===== config.mk =====
export PLATFORM = sky130hd
export DESIGN_NAME = sigmoid_stream_ctrl
export DESIGN_NICKNAME = d
export VERILOG_FILES = /design/src/rtl/sigmoid_stream_ctrl.sv
export SDC_FILE = /design/constraint.sdc
export NUM_CORES = 1
export LEC_CHECK = 0
export ABC_AREA = 0
export CAP_MARGIN = 20
export CORE_MARGIN = 5
export CORE_UTILIZATION = 48
export DETAILED_ROUTE_END_ITERATION = 10
export PLACE_DENSITY = 0.78
export SLEW_MARGIN = 10
export SYNTH_ARGS = -nofsm -noshare
export SYNTH_HDL_FRONTEND = slang
export SYNTH_SLANG_ARGS = --single-unit

===== constraint.sdc =====
create_clock -name clock -period 2 [get_ports clock]
set_input_delay 0.2 -clock clock [delete_from_list [all_inputs] [get_ports clock]]
set_output_delay 0.2 -clock clock [all_outputs]
set_load 0.05 [all_outputs]

===== src/rtl/sigmoid_stream_ctrl.sv =====
// Streams a vector from the input buffer through a fixed-latency sigmoid unit
// and writes each result to the same index of the output buffer.
module sigmoid_stream_ctrl #(
  parameter int unsigned BITWIDTH    = 18,
  parameter int unsigned ADDR_W      = 8,
  parameter int unsigned SIG_LATENCY = 1
) (
  input  logic                clock,
  input  logic                reset,
  input  logic                start,
  input  logic                abort,
  input  logic [ADDR_W:0]     vec_len,
  output logic                busy,
  output logic                done,
  output logic                in_rd_en,
  output logic [ADDR_W-1:0]   in_addr,
  input  logic [BITWIDTH-1:0] in_data,
  output logic                act_valid,
  output logic [BITWIDTH-1:0] act_operand,
  input  logic [BITWIDTH-1:0] act_result,
  output logic                out_wr_en,
  output logic [ADDR_W-1:0]   out_addr,
  output logic [BITWIDTH-1:0] out_data
);

  localparam int unsigned D = 2 + SIG_LATENCY;

  localparam logic [1:0] S_IDLE  = 2'd0;
  localparam logic [1:0] S_ISSUE = 2'd1;
  localparam logic [1:0] S_DRAIN = 2'd2;
  localparam logic [1:0] S_DONE  = 2'd3;

  logic [1:0]        state;
  logic [ADDR_W:0]   len;
  logic [ADDR_W:0]   cnt;
  logic [D:1]        tag_v;
  logic [ADDR_W-1:0] tag_a [1:D];
  logic              kill;

  assign busy      = (state == S_ISSUE) || (state == S_DRAIN);
  assign done      = (state == S_DONE);
  assign act_valid = tag_v[2];
  assign kill      = abort && busy;

  always_ff @(posedge clock or negedge reset) begin
    if (!reset) begin
      state    <= S_IDLE;
      len      <= '0;
      cnt      <= '0;
      in_rd_en <= 1'b0;
      in_addr  <= '0;
    end else begin
      unique case (state)
        S_IDLE: begin
          if (start) begin
            len <= vec_len;
            if (vec_len == '0) begin
              state <= S_DONE;
            end else begin
              state    <= S_ISSUE;
              in_rd_en <= 1'b1;
              in_addr  <= '0;
              cnt      <= {{ADDR_W{1'b0}}, 1'b1};
            end
          end
        end
        S_ISSUE: begin
          if (abort) begin
            state    <= S_IDLE;
            in_rd_en <= 1'b0;
          end else if (cnt == len) begin
            state    <= S_DRAIN;
            in_rd_en <= 1'b0;
          end else begin
            in_addr <= cnt[ADDR_W-1:0];
            cnt     <= cnt + 1'b1;
          end
        end
        S_DRAIN: begin
          if (abort) begin
            state <= S_IDLE;
          end else if (tag_v == '0) begin
            state <= S_DONE;
          end
        end
        S_DONE: begin
          state <= S_IDLE;
        end
        default: state <= S_IDLE;
      endcase
    end
  end

  // index tag rides alongside the data so writes land at the read address
  always_ff @(posedge clock or negedge reset) begin
    if (!reset) begin
      tag_v <= '0;
      for (int i = 1; i <= int'(D); i++) tag_a[i] <= '0;
    end else begin
      if (kill) tag_v <= '0;
      else      tag_v <= {tag_v[D-1:1], in_rd_en};
      tag_a[1] <= in_addr;
      for (int i = 2; i <= int'(D); i++) tag_a[i] <= tag_a[i-1];
    end
  end

  always_ff @(posedge clock or negedge reset) begin
    if (!reset) begin
      act_operand <= '0;
      out_wr_en   <= 1'b0;
      out_addr    <= '0;
      out_data    <= '0;
    end else begin
      if (tag_v[1]) act_operand <= in_data;
      out_wr_en <= tag_v[D] && !kill;
      if (tag_v[D]) begin
        out_addr <= tag_a[D];
        out_data <= act_result;
      end
    end
  end

endmodule


* Word-level counts from Yosys, hierarchy flattened
Index checks and enable logic that the tools add are counted.
** Cells by class
- Add/subtract/negate cells :: 1
- Eq/ne operators :: 10
- Muxes and demuxes :: 23
- Reduce and logical (&&, ||, !) cells :: 12
** Operators with widths (number)
- 9-bit two-way mux :: 4
- 8-bit two-way mux :: 4
- 9-bit case mux with 2 select lines :: 1
- 8-bit case mux with 2 select lines :: 1
- 2-bit two-way mux :: 6
- 9-bit by 1-bit adder with 9-bit output (second input constant) :: 1
- 9-bit == test :: 1
- 9-bit logical NOT :: 1
- 2-bit != test (second input constant) :: 4
- 2-bit case mux with 4 select lines :: 1
- 3-bit by 2-bit != test with 1-bit output (second input constant) :: 2
- 5-bit AND reduction :: 1
- 2-bit == test (second input constant) :: 2
- 1-bit two-way mux :: 4
- 4-bit AND reduction :: 1
- 3-bit logical NOT :: 1
- 3-bit two-way mux :: 1
- 3-bit AND reduction :: 1
- 2-bit by 1-bit == test with 1-bit output (second input constant) :: 1
- 1-bit logical AND :: 2
- 2-bit logical NOT :: 1
- 1-bit case mux with 2 select lines :: 1
- 2-bit AND reduction :: 1
- 2-bit nonzero test :: 1
- other kinds (2) :: 2
** Word-level totals
- Word-level logic and storage cells :: 59
- Bits in registers :: 101

* Depth between registers and ports, before layout
- Depth after elaboration :: 5
- Depth in mapped cells :: 8
- Depth with buffers taken out :: 6

* Worst setup path after synthesis
OpenSTA, ideal clock, no wires.
- Kind :: register -> register
- Start :: register state[1]
- End :: register in_addr[2]
- Data required time :: 1.904 ns
- Data arrival time :: 1.724 ns
- Library setup time :: 0.096 ns
- Cell stages (with the launch flop) :: 8
- Setup slack :: 0.181 ns
- Path buffers :: 1
- Period minus slack after synthesis :: 1.819 ns
- Cell sequence :: dfrtp_1 > inv_1 > ha_1 > clkinv_1 > o22ai_1 > nand2b_1 > buf_4 > o31ai_1
** On the way
- Cells in the longest elaborated chain, start to end :: 3
- Elaborated cells on any way between the ends :: 9
** RTL lines
- from (decl) :: RTL line 33 : logic [1:0] state;
- from (signal assigned) :: RTL line 47 : state <= S_IDLE;
- from (signal assigned) :: RTL line 58 : state <= S_DONE;
- from (signal assigned) :: RTL line 60 : state <= S_ISSUE;
- 2-bit by 1-bit == test with 1-bit output or 2-bit logical NOT (tied branches) :: RTL line 53 : unique case (state)
- 2-bit != test (no line) or 2-bit nonzero test (tied branches)
- 5-bit AND reduction (no line)
- to (signal assigned) :: RTL line 75 : in_addr <= cnt[ADDR_W-1:0];
- to (decl) :: RTL line 16 : output logic [ADDR_W-1:0] in_addr,
Parallel ways exist; a longest one is shown, timed or not.
A chain may end at the register's enable or synchronous reset.

* Worst setup path in the final report
- Start :: input vec_len[2]
- End :: register cnt[7]
** On the way
- Cells in the longest elaborated chain, start to end :: 3
** RTL lines
- from (decl) :: RTL line 12 : input logic [ADDR_W:0] vec_len,
- 9-bit logical NOT :: RTL line 57 : if (vec_len == '0) begin
- 2-bit != test (no line)
- 5-bit AND reduction (no line)
- to (signal assigned) :: RTL line 63 : cnt <= {{ADDR_W{1'b0}}, 1'b1};
- to (signal assigned) :: RTL line 76 : cnt <= cnt + 1'b1;
- to (decl) :: RTL line 35 : logic [ADDR_W:0] cnt;
No other way between the ends.

==> results.cfg <==
[status]
status = completed

[run]
drv_cap = 0

[floorplan]
die_height_um = 101
die_area_um2 = 10100
rows = 33
core_um2 = 8130
ios = 106
start_util_pct = 48.5
die-width_um = 101

[clock_network]
cts_root_buf = clkbuf_8
numCtsBuffers = 9
path_clk_slew_ns = 0.09
cts_tree = yes
cts.sinks = 101
cts_max_path_buffers = 2
postCtsSetupBuffers = 0
h-tree-depth = 3
clkLatencyLatePin_ns = 0.35

[timing]
report.final.slew_viol_count = 0
timing.fmax_mhz = 534
period_share_pct = 93.6
finalSetupViolCount = 0
setup_ws_ns = 0.127
grt_setup_unrepaired = false
hold_ws_ns = 0.350
tns_ns = 0
fin_crit_ns = 1.87
slew_headroom_pct = 63.8
hold_viol = 0
fin_skew_ns = 0.00792
tightest_slew_ns = 0.541

[layout]
finalNetCount = 456
fin_util_pct = 66.3
nFillCells = 620
layout-drive-gt1-share_pct = 23.6
layout_common_cells = 102 x clkdlybuf4s50_1, 101 x dfrtp_1, 53 x mux2_2, 20 x buf_4, 12 x inv_1
final_common_cell = clkdlybuf4s50_1
final_area_um2 = 5390
area_growth_syn_to_layout_pct = 36.6
n_antenna_cell = 0

[place]
gp_congestion = 0.883
pre_cts_ws_ns = -0.255
dp_hpwl_mm = 6.12
place.port_buffers = 105
placed_area_um2 = 5190

[setup_path]
worstSetupPathType = in -> reg
cpLargestDelayFamily = simple AND/OR/NAND/NOR gates
r2r-end = cnt[0]$_DFFE_PN0P_
critPathLaunch = vec_len[2]
critical_path_required_ns = 2.22
cp-start-kind = primary input
timing.rr.start = state[1]$_DFFE_PN0P_
reg2reg_depth = 7
path_max_fanout = 5
r2r_slack_ns = 0.17
critPathSlowestCell = or4_4
worst_setup_path_end_kind = register
crit_arrival_ns = 2.09
worstPathBufferInverterCount = 2
slowest_delay_ns = 0.55
path_cells = clkdlybuf4s50_1 -> or4_4 -> nor4_4 -> o22ai_1 -> buf_4 -> nand3_1 -> o221ai_1

[detailed_routing]
first_pass_iters = 4
drtIter0Drc = 114
ant_nets = 0
vias = 2578
finalWirelength_mm = 8.00
via_per_inst = 5.05
wl_per_cell_um = 15.7
drc = 0

[power]
p_int_uw = 5010
peakVddDrop_mv = 1.01
sw_frac_of_total_pct = 43.2
p_sw_uw = 3810
power_density_nw_per_um2 = 1640
p_leak_uw = 0.00234
clock_power_share_pct = 13.5
combPwrFrac_pct = 52.0
seqPwrFrac_pct = 34.5

[synth]
synth-simple-area-share_pct = 6.21
netlist_area_um2 = 3950
dominantRegCellSynth = dfrtp_1
synth_top_family_by_area = multiplexers
avgSynthCellArea_um2 = 14.2
synth_fp_nets = 333
synth_compound_area_share_pct = 7.23
yosysSeqAreaShare_pct = 64.0
synth_xor_area_share_pct = 2.44
ys_seq_elements = 101
ys.warnings.count = 0
synthMuxAreaShare_pct = 15.4
postSynthCellCount = 278
ys_types = 38
synth_edf_count = 0
ys_async_sr_fraction_pct = 100
synth-adder-area-share_pct = 1.90

[global_route]
grt_antenna_before_repair = 0
track_usage_pct = 16.4
grt-ovfl-total = 0
grt_first_pass_wirelength_mm = 13.1
grt_pass1_vias = 2619
grt_max_degree = 39

[worst_hold_path]
min_path_type = in -> async
## sequential cells by signal, indices dropped and copies added, names as in the netlist
name and flops:
act_operand 18, cnt 9, in_addr 8, in_rd_en 1
len 9, out_addr 8, out_data 18, out_wr_en 1
state 2, tag_a 24, tag_v 3
## cell type report
type,count,area (µm²),area share (%)
well taps,105,131,2.44
inverters,13,48.8,0.905
multi-input cells,153,1320,24.4
flip-flops and latches,101,2530,46.9
repair buffers,123,1180,21.9
clock inverters,5,45.0,0.835
clock buffers,11,141,2.62
## worst register-to-register path: cells and delay by family, from the launching register on
family	cells	cell delay, ns
compound gates	2	0.48
fa+ha+maj	1	0.28
buf+inv	3	0.47
flops	1	0.40
simple gates	1	0.09
## what timing repair did
| item | CTS | global route |
|---|---|---|
| endpoints found under the hold margin | 35 | 0 |
| hold buffers | 1 | 0 |
| gates resized for setup | 0 | 3 |
| setup endpoints to repair | 0 | 9 |
## logic make-up (layout without fill, tap and decap cells)
| family | after synthesis | after routing |
|---|---|---|
| flip-flops | 101 | 101 |
| multiplexers | 54 | 54 |
| AND/OR/NAND/NOR | 44 | 44 |
| AO/OA/AOI/OAI | 38 | 38 |
| buffers and inverters | 24 | 152 |
| XOR/XNOR | 11 | 11 |
| adder cells (fa/ha/maj) | 6 | 6 |
## synthesized netlist by cell type (2+ instances only)
cell      instances  share of area [%]
o31ai_1           7                1.3
nor2_1            6               0.57
nand2b_1          2               0.32
clkbuf_1          4               0.38
o221ai_1          3               0.67
xnor2_1          11                2.4
ha_1              6                1.9
dfrtp_1         101                 64
o211ai_1         10                1.9
nand2_1          10               0.95
nand4_1           2               0.32
o21ai_0           3               0.38
buf_2             2               0.25
o21ai_1           4               0.51
and3_1            3               0.48
and2_1            6               0.95
buf_1             2               0.19
nand3_1           9                1.1
or3_2             2               0.38
buf_6             2               0.57
o22ai_1           3               0.48
mux2_2           53                 15
inv_1            12                1.1
## per-stage QoR
step,cells,total power (µW)
finish,511,8820
floorplan,278,6180
global route,511,9270
CTS,511,8900
global placement,494,7570
detailed placement,494,7690
## worst max-delay path by stage
stage,cells past startpoint,to
2_1_floorplan,7,in_addr[2]$_DFFE_PN0P_
3_3_place_gp,6,in_addr[1]$_DFFE_PN0P_
3_5_place_dp,6,in_addr[1]$_DFFE_PN0P_
4_1_cts,7,in_addr[1]$_DFFE_PN0P_
5_1_grt,7,cnt[7]$_DFFE_PN0P_
6_report,7,cnt[7]$_DFFE_PN0P_
## metal layers
layer	vias up	global-route usage, %	wire, µm
li1	1234	-	-
met1	1262	22.3	3440
met2	74	26.6	3980
met3	8	2.84	485
met4	0	5.80	95
met5	-	0	0
## power groups by stage
stage	clock network, µW	logic [µW]	registers [µW]
floorplan	0	1580	4590
global placement	0	4510	3060
detailed placement	0	4590	3100
CTS	1240	4600	3060
global route	1300	4840	3130
finish	1190	4580	3050
Power figures use the tool's default switching activity.
